### src/rtl/mac_job_sequencer_pkg.sv
// rtl/mac_job_sequencer_pkg.sv - cfg field positions, mode codes and sequencer state type
package mac_job_sequencer_pkg;

  // cfg layout: [3]=signed, [2]=mac(1)/mul(0), [1:0]=mode
  localparam int CFG_SIGNED  = 3;
  localparam int CFG_MAC     = 2;
  localparam int CFG_MODE_HI = 1;
  localparam int CFG_MODE_LO = 0;

  localparam logic [1:0] MODE_SINGLE = 2'b00;
  localparam logic [1:0] MODE_DUAL   = 2'b01;
  localparam logic [1:0] MODE_QUAD   = 2'b10;
  localparam logic [1:0] MODE_RSVD   = 2'b11;

  typedef enum logic [1:0] {
    ST_IDLE  = 2'd0,
    ST_RUN   = 2'd1,
    ST_DRAIN = 2'd2,
    ST_DONE  = 2'd3
  } seq_state_t;

  // The reserved lane mode is run as single lane so the datapath never sees it
  function automatic logic [1:0] sanitize_mode(input logic [1:0] mode);
    return (mode == MODE_RSVD) ? MODE_SINGLE : mode;
  endfunction

  function automatic logic is_rsvd_mode(input logic [1:0] mode);
    return (mode == MODE_RSVD);
  endfunction

endpackage

### src/rtl/mac_seq_counter.sv
// rtl/mac_seq_counter.sv - loadable up/down counter used for beat and drain tracking
module mac_seq_counter #(
  parameter int W = 8
) (
  input  logic         clk,
  input  logic         rst,
  input  logic         en,
  input  logic         load,
  input  logic [W-1:0] load_val,
  input  logic         inc,
  input  logic         dec,
  output logic [W-1:0] count
);

  // load wins over inc, inc wins over dec; everything frozen while en is low
  always_ff @(posedge clk) begin
    if (rst) begin
      count <= '0;
    end else if (en) begin
      if (load) begin
        count <= load_val;
      end else if (inc) begin
        count <= count + W'(1);
      end else if (dec) begin
        count <= count - W'(1);
      end
    end
  end

endmodule

### src/rtl/mac_job_sequencer.sv
// rtl/mac_job_sequencer.sv - sequences one shared MAC datapath through accumulate jobs
module mac_job_sequencer
  import mac_job_sequencer_pkg::*;
#(
  parameter int MAC_CONF_WIDTH = 4,
  parameter int LEN_W          = 8,
  parameter int PIPE_LAT       = 3
) (
  input  logic                      clk,
  input  logic                      rst,
  input  logic                      en,
  input  logic [MAC_CONF_WIDTH-1:0] cfg_in,
  input  logic [LEN_W-1:0]          len_in,
  input  logic                      cfg_valid,
  output logic                      cfg_ready,
  input  logic                      in_valid,
  output logic                      in_ready,
  output logic [MAC_CONF_WIDTH-1:0] mac_cfg,
  output logic                      mac_en,
  output logic                      acc_clr,
  output logic                      mac_last,
  output logic                      out_valid,
  input  logic                      out_ready,
  output logic                      busy,
  output logic                      cfg_err
);

  // Drain counter only needs to hold PIPE_LAT
  localparam int DRAIN_W = $clog2(PIPE_LAT + 1);

  seq_state_t                state;
  seq_state_t                state_next;
  logic [LEN_W-1:0]          eff_len;
  logic [LEN_W-1:0]          job_len;
  logic [LEN_W-1:0]          beat_cnt;
  logic [DRAIN_W-1:0]        drain_cnt;
  logic [MAC_CONF_WIDTH-1:0] cfg_clean;
  logic                      cfg_fire;
  logic                      beat_fire;
  logic                      last_beat;
  logic                      drain_done;
  logic                      mac_en_q;
  logic                      acc_clr_q;
  logic                      mac_last_q;

  // cfg_ready/in_ready already include en, so these are true transfers only
  assign cfg_fire   = cfg_valid & cfg_ready;
  assign beat_fire  = in_valid & in_ready;
  assign last_beat  = (beat_cnt == eff_len - LEN_W'(1));
  assign drain_done = (drain_cnt == DRAIN_W'(1));

  assign busy      = (state != ST_IDLE);
  assign out_valid = (state == ST_DONE);

  // A strobe captured just before en drops is held and presented once en returns,
  // so the datapath still sees every accepted beat exactly once
  assign mac_en   = mac_en_q & en;
  assign acc_clr  = acc_clr_q & en;
  assign mac_last = mac_last_q & en;

  // Clean the incoming job: reserved mode becomes single, mul jobs are one beat, len 0 means 1
  always_comb begin
    cfg_clean = cfg_in;
    cfg_clean[CFG_MODE_HI:CFG_MODE_LO] = sanitize_mode(cfg_in[CFG_MODE_HI:CFG_MODE_LO]);
    if (!cfg_in[CFG_MAC]) begin
      job_len = LEN_W'(1);
    end else if (len_in == '0) begin
      job_len = LEN_W'(1);
    end else begin
      job_len = len_in;
    end
  end

  // State register
  always_ff @(posedge clk) begin
    if (rst) begin
      state <= ST_IDLE;
    end else if (en) begin
      state <= state_next;
    end
  end

  // Next-state and handshake readies; nothing is ready while en is low
  always_comb begin
    state_next = state;
    cfg_ready  = 1'b0;
    in_ready   = 1'b0;
    if (en) begin
      case (state)
        ST_IDLE: begin
          cfg_ready = 1'b1;
          if (cfg_valid) begin
            state_next = ST_RUN;
          end
        end
        ST_RUN: begin
          in_ready = 1'b1;
          if (in_valid && last_beat) begin
            state_next = ST_DRAIN;
          end
        end
        ST_DRAIN: begin
          if (drain_done) begin
            state_next = ST_DONE;
          end
        end
        ST_DONE: begin
          if (out_ready) begin
            state_next = ST_IDLE;
          end
        end
        default: state_next = ST_IDLE;
      endcase
    end
  end

  // Job registers change only on accept, so mac_cfg is stable for the whole job
  always_ff @(posedge clk) begin
    if (rst) begin
      mac_cfg <= '0;
      eff_len <= '0;
    end else if (cfg_fire) begin
      mac_cfg <= cfg_clean;
      eff_len <= job_len;
    end
  end

  // Datapath strobes follow the accepted beat by one cycle and freeze with en
  always_ff @(posedge clk) begin
    if (rst) begin
      mac_en_q   <= 1'b0;
      acc_clr_q  <= 1'b0;
      mac_last_q <= 1'b0;
    end else if (en) begin
      mac_en_q   <= beat_fire;
      acc_clr_q  <= beat_fire && (beat_cnt == '0);
      mac_last_q <= beat_fire && last_beat;
    end
  end

  // Reserved-mode flag is a single-cycle pulse after the accepting cycle
  always_ff @(posedge clk) begin
    if (rst) begin
      cfg_err <= 1'b0;
    end else begin
      cfg_err <= cfg_fire && is_rsvd_mode(cfg_in[CFG_MODE_HI:CFG_MODE_LO]);
    end
  end

  mac_seq_counter #(
    .W (LEN_W)
  ) u_beat_cnt (
    .clk      (clk),
    .rst      (rst),
    .en       (en),
    .load     (cfg_fire),
    .load_val ('0),
    .inc      (beat_fire),
    .dec      (1'b0),
    .count    (beat_cnt)
  );

  mac_seq_counter #(
    .W (DRAIN_W)
  ) u_drain_cnt (
    .clk      (clk),
    .rst      (rst),
    .en       (en),
    .load     (beat_fire && last_beat),
    .load_val (DRAIN_W'(PIPE_LAT)),
    .inc      (1'b0),
    .dec      (state == ST_DRAIN),
    .count    (drain_cnt)
  );

endmodule

### config.mk
export PLATFORM = sky130hd
export DESIGN_NAME = mac_job_sequencer
export DESIGN_NICKNAME = d
export VERILOG_FILES = /design/src/rtl/mac_job_sequencer_pkg.sv /design/src/rtl/mac_seq_counter.sv /design/src/rtl/mac_job_sequencer.sv
export SDC_FILE = /design/constraint.sdc
export NUM_CORES = 1
export LEC_CHECK = 0
export CAP_MARGIN = 20
export CORE_MARGIN = 4
export CORE_UTILIZATION = 55
export DETAILED_ROUTE_END_ITERATION = 16
export GPL_TIMING_DRIVEN = 0
export PLACE_DENSITY = 0.81
export SLEW_MARGIN = 10
export SYNTH_ARGS = -nofsm -noshare
export SYNTH_HDL_FRONTEND = slang
export SYNTH_HIERARCHICAL = 1
export SYNTH_SLANG_ARGS = --single-unit
export TNS_END_PERCENT = 10
### constraint.sdc
create_clock -name clk -period 4.2 [get_ports clk]
set_input_delay 0.63 -clock clk [delete_from_list [all_inputs] [get_ports clk]]
set_output_delay 0.63 -clock clk [all_outputs]
set_load 0.005 [all_outputs]
==> results by stage, run 1 <==
Layout:
- The finished layout holds 342 standard cells, fillers aside.
- The number of antenna diodes in the final layout is 0.
- In the final layout, the share of cells above drive strength 1 is 8.11%.
- The finished cells cover 2460 µm².
- The net count reported at finish is 328.
- Counting the fill cells in the layout gives 292.
- The layout overhead on the synthesized area is 22.6%.
- The utilization after layout is 71.5%.

Worst setup path:
- The launch point of the critical path is en.
- In this run the worst path has a maximum fanout of 11.
- Walking the worst path, the cells encountered are clkdlybuf4s50_1 -> and3_1 -> inv_1 -> fa_1 -> a21o_2 -> a21oi_1 -> nor2b_2 -> mux2i_1 -> a311oi_1.
- The number of cells on the critical path is 9.
- The number of buffers and inverters on the critical path is 2.
- For the worst setup path, the data arrival time is 3630 ps.
- Across all register-to-register paths, the minimum setup slack is 1260 ps.
- The cell family contributing the most delay on the critical path is buffers and inverters.
- The critical path ends at u_beat_cnt/count[6].
- The endpoint of the most critical register-to-register path is u_drain_cnt/count[0].
- The depth of the worst register-to-register path is 11.
- The data required time of the critical path is 4400 ps.
- The highest-delay cell along the critical path is sky130_fd_sc_hd__clkdlybuf4s50_1.
- The endpoint type of the worst setup path is a register.
- The startpoint identified for the worst register-to-register timing path is eff_len[0].
- The critical setup path kind is in2reg.
- The longest individual stage delay on the worst path is 740 ps.
- The worst setup path is launched from a primary input.

Power:
- Power spread over the standard cell area amounts to 348 nW/µm².
- The clock network is responsible for 25.6% of the overall power.
- The internal portion of the total power is 567 µW.
- The static leakage is 0.945 nW.
- The part of the total power dissipated in combinational logic is 37.3%.
- Sequential cells burn 37.1% of the power.
- IR analysis of the VDD net gives a maximum drop of 0.000190 V.
- The fraction of power spent switching nets is 33.8%.
- The switching power is 289 µW.

Floorplanning:
- The die covers 4680 µm².
- The chip width is 68.4 µm.
- The row count is 21.
- The core region is 3440 µm².
- From bottom edge to top edge, the die measures 68.4 µm.
- 30 I/O pins were placed.
- For this configuration, the core starts out at a cell density of 58.3%.

Drt:
- The vias per cell is 5.52.
- The final layout contains routed wiring with a total length of 4580 µm.
- For this run, the detailed router's first-pass iteration total came to 4.
- The wire length per cell is 13.4 µm.
- In this run the remaining antenna-violating nets after routing total 0.
- The DRC violation count after routing is 0.
- The total number of vias is 1,889.
- The number of design-rule violations left by the first detailed-router iteration is 101.

STA:
- The minimum setup slack in the final design is 771 ps.
- The number of max-slew violations in the final report is 0.
- After layout, the worst path uses 81.6% of the clock period.
- Between clock sinks in the finished design, the worst skew comes to 1.31 ps.
- Static timing analysis puts the maximum clock frequency at 292 MHz.
- The time the final worst path needs with I/O delays and setup is 3430 ps.
- Setup repair after global routing left no endpoint under its margin.
- The final setup violation count is 0.
- The setup TNS after final layout is 0 ps.
- The number of hold-slack violations in the final timing report is 0.

Outcome:
- The run finished with clean final reports.

Synth:
- In this run the cell area of the synthesized design comes to 2010 µm².
- The library cell with the highest instance count after synthesis is sky130_fd_sc_hd__nand2_1.
- The main flop type after synthesis is sky130_fd_sc_hd__dfxtp_1.
- The cell count after synthesis came out at 252.
- sky130_fd_sc_hd__dfxtp_1 takes more of the synthesized area than any other cell.
- The register bit count reported by yosys is 28.
- The synthesized area divided by synthesized cell count is 7.97 µm².
- The count of synthesis-stage warnings from yosys is 6.
- Counting distinct cell types in the post-synthesis netlist gives 56.
- Sorting the synthesized cells by area gives the leading types as sky130_fd_sc_hd__dfxtp_1, sky130_fd_sc_hd__ha_1, sky130_fd_sc_hd__a21oi_1, sky130_fd_sc_hd__nand2_1, sky130_fd_sc_hd__mux2i_1.
- The proportion of synthesized chip area in sequential cells is 27.9%.
- The share of synthesized flip-flops with an asynchronous set or reset is 0%.
- The area fraction of the dominant cell type after synthesis is 27.9%.
- Counting flops with a built-in enable in the synthesized netlist gives 0.
- By count the netlist is led by sky130_fd_sc_hd__nand2_1, sky130_fd_sc_hd__dfxtp_1, sky130_fd_sc_hd__a21oi_1, sky130_fd_sc_hd__nor2_1.

Clock tree:
- The count of cells resized by post-cts repair is 0.
- The largest buffer count on any clock path is 2.
- The level count of the clock H-tree is 1.
- The clock reaches the later pin of the worst-skew pair after 280 ps.
- For this design, the sink count on the clock tree is 28.
- The post-CTS setup buffer count is 0.
- Buffers inserted to repair hold after CTS numbered 0.
- Clock tree synthesis inserted a total of 3 buffers.
- The TritonCTS clock tree is done.
- The clock-pin slew reported for the worst setup and hold paths after clock tree synthesis is 100 ps.
- The root buffer cell chosen for the clock tree is sky130_fd_sc_hd__clkbuf_8.

GRT:
- The initial antenna violation count was 0.
- The total overflow left after global routing is 0.
- The pin count of the biggest net entering global routing is 17.
- The first global-routing pass estimated 7350 µm of wire.
- The number of global-route vias before repair is 1,663.
- Global routing consumed, over all layers together, 20.6% of the routing resources.

Placement:
- The placed instance area is 2390 µm².
- The worst setup timing slack at the placement stage is 509 ps.
- The final weighted congestion in routability-driven placement is 0.857.
- The number of placed instances, taps included, is 338.
- The placed wire-length estimate is 3430 µm.
- The number of port buffers is 28.

Run:
- The number of max-cap violations is 0.

Min path:
- The tightest min-delay check is of the reg2reg type.
## cell families after synthesis
group / after synthesis / synth area share [%]
muxes: 7 / 3.49
buffers and inverters: 25 / 5.17
adders and majority gates: 13 / 8.47
xor gates and xnor gates: 13 / 5.67
and+or+nand+nor: 101 / 27.3
other: 2 / 0.374
DFF: 28 / 27.9
AOI/OAI and AO/OA: 63 / 21.6
## sequential cells by signal (all words and copies together) (netlist names)
name / flops
eff_len: 8
cfg_err: 1
acc_clr_q: 1
mac_cfg: 4
mac_last_q: 1
mac_en_q: 1
u_beat_cnt/count: 8
u_drain_cnt/count: 2
state: 2
## layout make-up
type	count	area [µm²]	share of cell area (%)
buffer	10	47.5	1.93
clock buffer	3	41.3	1.68
clock inverter	1	30.0	1.22
inverter	15	56.3	2.29
multi-input combinational	211	1390	56.4
sequential	28	561	22.8
tap	46	57.6	2.34
timing repair buffer	28	280	11.4
## cells in the final DEF, fill, tap and decap left out, types with 3 or more instances in the layout
master | Yosys | final
sky130_fd_sc_hd__and2_1 | 3 | 3
sky130_fd_sc_hd__clkdlybuf4s50_1 | 0 | 28
sky130_fd_sc_hd__clkbuf_1 | 7 | 7
sky130_fd_sc_hd__nand3b_1 | 5 | 5
sky130_fd_sc_hd__nor3_1 | 4 | 4
sky130_fd_sc_hd__inv_1 | 12 | 12
sky130_fd_sc_hd__nand3_1 | 11 | 11
sky130_fd_sc_hd__nor2_1 | 16 | 16
sky130_fd_sc_hd__o31ai_1 | 4 | 4
sky130_fd_sc_hd__a211oi_1 | 5 | 5
sky130_fd_sc_hd__inv_2 | 3 | 3
sky130_fd_sc_hd__nor4_1 | 5 | 5
sky130_fd_sc_hd__xnor2_1 | 8 | 8
sky130_fd_sc_hd__clkbuf_8 | 0 | 3
sky130_fd_sc_hd__o21ai_0 | 7 | 7
sky130_fd_sc_hd__conb_1 | 2 | 14
sky130_fd_sc_hd__nand2_1 | 30 | 30
sky130_fd_sc_hd__a21oi_1 | 25 | 25
sky130_fd_sc_hd__ha_1 | 12 | 12
sky130_fd_sc_hd__dfxtp_1 | 28 | 28
sky130_fd_sc_hd__nand2b_1 | 8 | 8
sky130_fd_sc_hd__and3_1 | 3 | 3
sky130_fd_sc_hd__mux2i_1 | 7 | 7
sky130_fd_sc_hd__xor2_1 | 5 | 5
## routing by layer
metal / share of wire [%] / vias up / track usage [%]
met3: 3.4 / 7 / 2.46
met5: 0 / - / 0
met2: 46 / 36 / 33.7
li1: - / 968 / -
met1: 49 / 878 / 27.4
met4: 1.5 / 0 / 7.94
## tightest hold or removal path, stage by stage, from the launching register on
cell and delay (ps):
sky130_fd_sc_hd__dfxtp_1 320, sky130_fd_sc_hd__nand2_1 50, sky130_fd_sc_hd__a21oi_1 50
## stage by stage
step	hold WS, ps	power [mW]
5_1_grt	474	0.908
4_1_cts	459	0.858
2_1_floorplan	432	0.552
3_5_place_dp	445	0.641
6_report	458	0.856
3_3_place_gp	437	0.631
## power groups by stage
stage | registers, mW | clock network (mW) | logic [mW]
6_report | 0.318 | 0.219 | 0.319
5_1_grt | 0.322 | 0.229 | 0.356
4_1_cts | 0.318 | 0.222 | 0.318
3_5_place_dp | 0.324 | 0 | 0.316
3_3_place_gp | 0.324 | 0 | 0.307
2_1_floorplan | 0.315 | 0 | 0.236
## worst min-delay path by stage
stage                            end  cells after the start  slack, ps        from
after CTS                 mac_last_q                      2        460  mac_last_q
after detailed placement  mac_last_q                      2        450  mac_last_q
after global routing      mac_cfg[0]                      2        470  mac_cfg[0]
after global placement    mac_last_q                      2        440  mac_last_q
final                     mac_cfg[1]                      2        460  mac_cfg[1]
after floorplan           mac_last_q                      2        430  mac_last_q
(Power assumes the default switching activity.)
==> run 2: changes to the inputs <==
--- a/config.mk
+++ b/config.mk
@@ -7,10 +7,10 @@
 export LEC_CHECK = 0
 export CAP_MARGIN = 20
 export CORE_MARGIN = 4
-export CORE_UTILIZATION = 55
+export CORE_UTILIZATION = 54
 export DETAILED_ROUTE_END_ITERATION = 16
 export GPL_TIMING_DRIVEN = 0
-export PLACE_DENSITY = 0.81
+export PLACE_DENSITY = 0.8
 export SLEW_MARGIN = 10
 export SYNTH_ARGS = -nofsm -noshare
 export SYNTH_HDL_FRONTEND = slang
==> constraint.sdc (replaced) <==
create_clock -name clk -period 3.5 [get_ports clk]
set_input_delay 0.525 -clock clk [delete_from_list [all_inputs] [get_ports clk]]
set_output_delay 0.525 -clock clk [all_outputs]
set_load 0.005 [all_outputs]
==> results by stage, run 2 (same netlist as run 1, synthesis figures left out) <==
Power:
- The fraction of power spent switching nets is 33.5% (was 33.8%).
- The areal power density over the cells was 415 nW/µm² (was 348 nW/µm²).
- The part of the total power dissipated in combinational logic was 37.1% (was 37.3%).
- The peak ir drop on the vdd network was 0.000205 V (was 0.000190 V).
- The static leakage was 0.945 nW (unchanged).
- The part of the power in the clock network is 25.5% (was 25.6%).
- The switching power is 342 µW (was 289 µW).
- The cell internal power dissipation is 680 µW (was 567 µW).
- The overall power was 1.02 mW (was 856 µW).
- The part of the total power dissipated in sequential elements is 37.4% (was 37.1%).

Worst setup path:
- The maximum net fanout on the critical path came to 11 (unchanged).
- Cell breakdown of the critical path: clkdlybuf4s50_1 -> and3_1 -> inv_1 -> fa_1 -> a21o_2 -> a21oi_1 -> nor2b_2 -> mux2i_1 -> a311oi_1 (unchanged).
- The critical path launch point type is a primary input (unchanged).
- The highest-delay cell along the critical path is sky130_fd_sc_hd__clkdlybuf4s50_1 (unchanged).
- The endpoint type of the worst setup path is a register (unchanged).
- The critical setup path kind is in2reg (unchanged).
- The number of buffers and inverters on the critical path is 2 (unchanged).
- The data arrival time of the critical path is 3520 ps (was 3630 ps).
- The data required time of the critical path is 3690 ps (was 4400 ps).
- The cell family contributing the most delay on the critical path is buffers and inverters (unchanged).
- The longest individual stage delay on the worst path is 730 ps (was 740 ps).

STA:
- After layout, the worst path uses 95.2% of the clock period.
- The setup TNS after final layout is 0 ps (unchanged).
- The worst hold slack after final layout was 460 ps (was 458 ps).
- For this run, the top clock speed supported by timing is 300 MHz.
- The time the final worst path needs with I/O delays and setup is 3330 ps.
- The number of max-slew violations in the final report is 0 (unchanged).
- The final setup violation count is 0 (unchanged).
- The clock skew is 7.08 ps (was 1.31 ps).
- The number of hold-slack violations in the final timing report was 0 (unchanged).
- Setup repair after global routing missed its margin: false (unchanged).

Floorplanning:
- The number of primary I/O pins came to 30 (unchanged).
- The chip width came to 69.0 µm (was 68.4 µm).
- The full die area is 4760 µm² (was 4680 µm²).
- The row count is 21 (unchanged).
- The area of the core region is 3470 µm² (was 3440 µm²).
- The starting density of the core is 57.9% (was 58.3%).
- The vertical die dimension is 69.0 µm (was 68.4 µm).

Layout:
- The fill cell instance count of the final layout is 301 (was 292).
- The commonest non-fill, non-tap cell in the layout is sky130_fd_sc_hd__nand2_1 (unchanged).
- The layout overhead on the synthesized area is 22.6% (unchanged).
- The fraction of layout cells with a size suffix above 1 is 8.11% (unchanged).
- Registers with the most flip-flops: eff_len (8), u_beat_cnt/count (8), mac_cfg (4) (unchanged).
- Commonest cells after routing, fill and taps aside: sky130_fd_sc_hd__nand2_1, sky130_fd_sc_hd__dfxtp_1, sky130_fd_sc_hd__clkdlybuf4s50_1, sky130_fd_sc_hd__a21oi_1, sky130_fd_sc_hd__nor2_1 (unchanged).
- The count of antenna diodes in the layout was 0 (unchanged).
- The net count reported at finish is 328 (unchanged).
- The combined area of the multi-input logic cells is 1390 µm² (unchanged).
- The area taken by flip-flops and latches is 561 µm² (unchanged).

Clock tree:
- The clock sink count is 28 (unchanged).
- The post-CTS setup buffer count was 0 (unchanged).
- The clock-pin slew reported for the worst setup and hold paths after clock tree synthesis is 100 ps (about the same).
- The hold buffer count at cts is 0 (unchanged).
- The level count of the clock H-tree is 1 (unchanged).
- The clock latency at the later pin of the worst-skew pair is 280 ps (about the same).
- The TritonCTS clock tree is done (unchanged).
- The count of cells resized by post-cts repair is 0 (unchanged).
- The total clock buffers created by CTS is 3 (unchanged).
- The largest buffer count on any clock path came to 2 (unchanged).
- The root cell of the clock tree is sky130_fd_sc_hd__clkbuf_8 (unchanged).

Drt:
- The number of nets with antenna violations after detailed routing is 0 (unchanged).
- The DRC violation count after routing is 0 (unchanged).
- The number of design-rule violations left by the first detailed-router iteration was 125 (was 101).
- The total number of vias was 1,853 (was 1,889).
- The vias per cell was 5.42 (was 5.52).
- The final wirelength is 4630 µm (was 4580 µm).
- The wire length per cell is 13.5 µm (was 13.4 µm).
- The detailed-routing iteration count for the pre-antenna-repair pass is 4 (unchanged).

Run:
- The number of max-cap violations is 0 (unchanged).

GRT:
- The number of global-route vias before repair is 1,660 (was 1,663).
- The global-route total usage across every layer came to 20.9% (was 20.6%).
- The initial antenna violation count was 0 (unchanged).
- The remaining global-route overflow is 0 (unchanged).
- The first-pass GRT wire length came to 7580 µm (was 7350 µm).
- The pin count of the biggest net entering global routing is 17 (unchanged).

Min path:
- The worst hold path class was reg2reg (unchanged).

Placement:
- The number of port buffers was 28 (unchanged).
- The placed wire-length estimate came to 3500 µm (was 3430 µm).
- The final weighted congestion in routability-driven placement came to 0.842 (was 0.857).

Outcome:
- Run status: finished, final reports clean (unchanged).
[run 2: cell counts in the layout (fill, tap and decap cells not counted)]
No cell type changed its count.
[run 2: power by group through the flow]
stage                     sequential [mW]  combinational (mW)  clock [mW]
after CTS                           0.382               0.377       0.263
final                               0.382               0.379       0.261
after global routing                0.386               0.427       0.280
after global placement              0.388               0.369           0
after floorplan                     0.379               0.283           0
after detailed placement            0.389               0.375           0
[run 2: worst reg2reg max path: cells and delay by family, from the launching register on]
| family | cells | cell delay (ps) |
|---|---|---|
| xor gates and xnor gates | 1 | 150 |
| adders and majority gates | 1 | 310 |
| and+or+nand+nor | 4 | 1100 |
| buffers and inverters | 2 | 240 |
| AOI/OAI and AO/OA | 3 | 650 |
| DFF | 1 | 430 |
[run 2: cell type report]
cell class	count	area share, %
buffer	10	1.93
clock inverter	1	1.22
multi-input combinational	211	56.4
tap	46	2.34
sequential	28	22.8
clock buffer	3	1.68
timing repair buffer	28	11.4
inverter	15	2.29
[run 2: per-stage QoR]
| stage | cells | util [%] | setup WS, ps | area (µm²) |
|---|---|---|---|---|
| after floorplan | 264 | - | 856 | 2050 |
| after detailed placement | 338 | 68.9 | -113 | 2390 |
| final | 342 | 71.0 | 170 | 2460 |
| after global routing | 342 | 71.0 | 32.9 | 2460 |
| after global placement | 338 | 68.9 | -71.0 | 2390 |
| after CTS | 342 | 71.0 | 168 | 2460 |
[run 2: worst paths after layout]
check	start	to	slack [ps]	cells after the start
worst max-delay path	en	u_beat_cnt/count[6]	170	9
worst min-delay path	mac_cfg[2]	mac_cfg[2]	460	2
worst max register to register	eff_len[0]	u_drain_cnt/count[0]	560	11
worst min register to register	mac_cfg[2]	mac_cfg[2]	460	2
[run 2: layer usage]
| layer | routed length [µm] | vias to the layer above | GRT usage (%) |
|---|---|---|---|
| met1 | 2170 | 827 | 28.8 |
| met5 | 0 | - | 0 |
| met3 | 267 | 4 | 2.92 |
| li1 | - | 972 | - |
| met2 | 2160 | 50 | 34.6 |
| met4 | 38 | 0 | 4.38 |
==> run 3: changes to the inputs <==
--- a/config.mk
+++ b/config.mk
@@ -6,11 +6,13 @@
 export NUM_CORES = 1
 export LEC_CHECK = 0
 export CAP_MARGIN = 20
+export CELL_PAD_IN_SITES_DETAIL_PLACEMENT = 0
+export CELL_PAD_IN_SITES_GLOBAL_PLACEMENT = 1
 export CORE_MARGIN = 4
-export CORE_UTILIZATION = 54
+export CORE_UTILIZATION = 40
 export DETAILED_ROUTE_END_ITERATION = 16
 export GPL_TIMING_DRIVEN = 0
-export PLACE_DENSITY = 0.8
+export PLACE_DENSITY_LB_ADDON = 0.1
 export SLEW_MARGIN = 10
 export SYNTH_ARGS = -nofsm -noshare
 export SYNTH_HDL_FRONTEND = slang
==> results by stage, run 3 (same netlist as run 1, synthesis figures left out) <==
Drt:
- The number of design-rule violations left by the first detailed-router iteration is 56 (was 125).
- The detailed-routing iteration count for the pre-antenna-repair pass is 4 (unchanged).
- The final wirelength is 4810 µm (was 4630 µm).
- The total number of vias is 1,833 (was 1,853).
- The wire length per cell came to 13.2 µm (was 13.5 µm).
- The DRC violation count after routing was 0 (unchanged).
- The vias per cell is 5.05 (was 5.42).
- The number of nets with antenna violations after detailed routing is 0 (unchanged).

STA:
- The final setup violation count came to 0 (unchanged).
- The part of the cycle the worst path needs is 91.9% (was 95.2%).
- The minimum setup slack in the final design is 283 ps (was 170 ps).
- The number of hold-slack violations in the final timing report was 0 (unchanged).
- The clock skew is 6.64 ps (was 7.08 ps).
- The time the final worst path needs with I/O delays and setup is 3220 ps (was 3330 ps).
- The highest clock frequency the design can meet came to 311 MHz (was 300 MHz).
- The number of max-slew violations in the final report is 0 (unchanged).
- Setup repair after global routing missed its margin: false (unchanged).
- The setup TNS after final layout came to 0 ps (unchanged).

Placement:
- The final weighted congestion in routability-driven placement is 0.790 (was 0.842).
- The worst setup timing slack at the placement stage is -126 ps (was -113 ps).
- The placed instance area is 2420 µm² (was 2390 µm²).
- The placed wire-length estimate is 3620 µm (was 3500 µm).
- The number of port buffers is 28 (unchanged).

Floorplanning:
- The number of primary I/O pins is 30 (unchanged).
- The vertical die dimension is 78.9 µm (was 69.0 µm).
- The row count was 25 (was 21).
- The area of the core region is 4790 µm² (was 3470 µm²).
- The starting density of the core came to 42.0% (was 57.9%).
- The full die area is 6220 µm² (was 4760 µm²).
- The chip width is 78.9 µm (was 69.0 µm).

Worst setup path:
- The cell family contributing the most delay on the critical path is buffers and inverters (unchanged).
- Cell breakdown of the critical path: clkdlybuf4s50_1 -> and3_2 -> inv_1 -> fa_1 -> a21o_2 -> a21oi_1 -> nor2b_2 -> mux2i_1 -> a311oi_1 (was clkdlybuf4s50_1 -> and3_1 -> inv_1 -> fa_1 -> a21o_2 -> a21oi_1 -> nor2b_2 -> mux2i_1 -> a311oi_1).
- The critical path launch point type is a primary input (unchanged).
- The data required time of the critical path came to 3690 ps (about the same).
- The highest-delay cell along the critical path is sky130_fd_sc_hd__clkdlybuf4s50_1 (unchanged).
- The longest individual stage delay on the worst path was 760 ps (was 730 ps).
- The endpoint type of the worst setup path is a register (unchanged).
- The maximum net fanout on the critical path was 11 (unchanged).
- The data arrival time of the critical path is 3410 ps (was 3520 ps).
- The number of buffers and inverters on the critical path came to 2 (unchanged).
- The critical setup path kind is in2reg (unchanged).

Clock tree:
- The hold buffer count at cts is 0 (unchanged).
- The clock latency at the later pin of the worst-skew pair was 280 ps (about the same).
- The root cell of the clock tree is sky130_fd_sc_hd__clkbuf_8 (unchanged).
- The clock-pin slew reported for the worst setup and hold paths after clock tree synthesis is 90 ps (was 100 ps).
- The clock sink count came to 28 (unchanged).
- The count of cells resized by post-cts repair is 0 (unchanged).
- The total clock buffers created by CTS came to 3 (unchanged).
- The TritonCTS clock tree was done (unchanged).
- The level count of the clock H-tree was 1 (unchanged).
- The largest buffer count on any clock path was 2 (unchanged).
- The post-CTS setup buffer count is 0 (unchanged).

Layout:
- The fraction of layout cells with a size suffix above 1 is 8.45% (was 8.11%).
- Commonest cells after routing, fill and taps aside: sky130_fd_sc_hd__nand2_1, sky130_fd_sc_hd__dfxtp_1, sky130_fd_sc_hd__clkdlybuf4s50_1, sky130_fd_sc_hd__a21oi_1, sky130_fd_sc_hd__nor2_1 (unchanged).
- The commonest non-fill, non-tap cell in the layout is sky130_fd_sc_hd__nand2_1 (unchanged).
- The combined area of the multi-input logic cells is 1390 µm² (about the same).
- Registers with the most flip-flops: eff_len (8), u_beat_cnt/count (8), mac_cfg (4) (unchanged).
- The utilization after layout is 52.0% (was 71.0%).
- The layout overhead on the synthesized area is 24.0% (was 22.6%).
- The count of antenna diodes in the layout is 0 (unchanged).
- The fill cell instance count of the final layout is 479 (was 301).
- The net count reported at finish was 328 (unchanged).
- The design area came to 2490 µm² (was 2460 µm²).
- The area taken by flip-flops and latches is 561 µm² (unchanged).

Power:
- The peak ir drop on the vdd network is 0.000189 V (was 0.000205 V).
- The static leakage came to 0.945 nW (about the same).
- The areal power density over the cells is 411 nW/µm² (was 415 nW/µm²).
- The overall power is 1.02 mW (about the same).

GRT:
- The initial antenna violation count is 0 (unchanged).
- The first-pass GRT wire length is 7980 µm (was 7580 µm).
- The remaining global-route overflow was 0 (unchanged).
- The pin count of the biggest net entering global routing is 17 (unchanged).
- The global-route total usage across every layer is 15.9% (was 20.9%).
- The number of global-route vias before repair was 1,642 (was 1,660).

Run:
- The number of max-cap violations is 0 (unchanged).

Min path:
- The worst hold path class was reg2reg (unchanged).

Outcome:
- Run status: finished, final reports clean (unchanged).
[run 3: changes by cell type in the layout (fill, tap and decap cells not counted)]
cell	previous run	this run
sky130_fd_sc_hd__and3_1	3	2
sky130_fd_sc_hd__and3_2	0	1
[run 3: tightest hold or removal path, delay by kind of cell (launching register included)]
kind,cells,cell delay (ps)
simple gates,1,50
compound gates,1,60
flops,1,320
[run 3: layer usage]
layer / global-route usage (%) / vias to the layer above / wire length, µm
met5: 0 / - / 0
met4: 4.98 / 0 / 46
met3: 2.27 / 4 / 145
met2: 25.0 / 21 / 2180
met1: 22.4 / 833 / 2440
li1: - / 975 / -
[run 3: power breakdown]
group / leakage, nW / switching, mW / internal [mW] / total [mW]
logic: 0.680 / 0.199 / 0.182 / 0.381
registers: 0.229 / 0.0369 / 0.345 / 0.382
clock network: 0.0357 / 0.106 / 0.153 / 0.259
total: 0.945 / 0.342 / 0.680 / 1.02
[run 3: area by class of cell]
cell class                      count  share of cell area [%]
Inverter                           15                    2.26
Buffer                             10                    1.91
Multi-Input combinational cell    211                    55.8
Clock inverter                      1                    1.21
Sequential cell                    28                    22.5
Timing Repair Buffer               28                    11.3
Tap cell                           67                    3.37
Clock buffer                        3                    1.66
[run 3: path summary, 6_finish.rpt]
| path | from | end | slack (ps) | cells after the start |
|---|---|---|---|---|
| worst max register to register | eff_len[0] | u_drain_cnt/count[0] | 500 | 11 |
| worst min-delay path | mac_last_q | mac_last_q | 460 | 2 |
| worst max-delay path | en | u_beat_cnt/count[6] | 280 | 9 |
| worst min register to register | mac_last_q | mac_last_q | 460 | 2 |
[run 3: per-stage QoR]
stage / instances / hold WS (ps)
2_1_floorplan: 264 / 432
3_3_place_gp: 359 / 440
3_5_place_dp: 359 / 450
4_1_cts: 363 / 464
5_1_grt: 363 / 480
6_report: 363 / 462
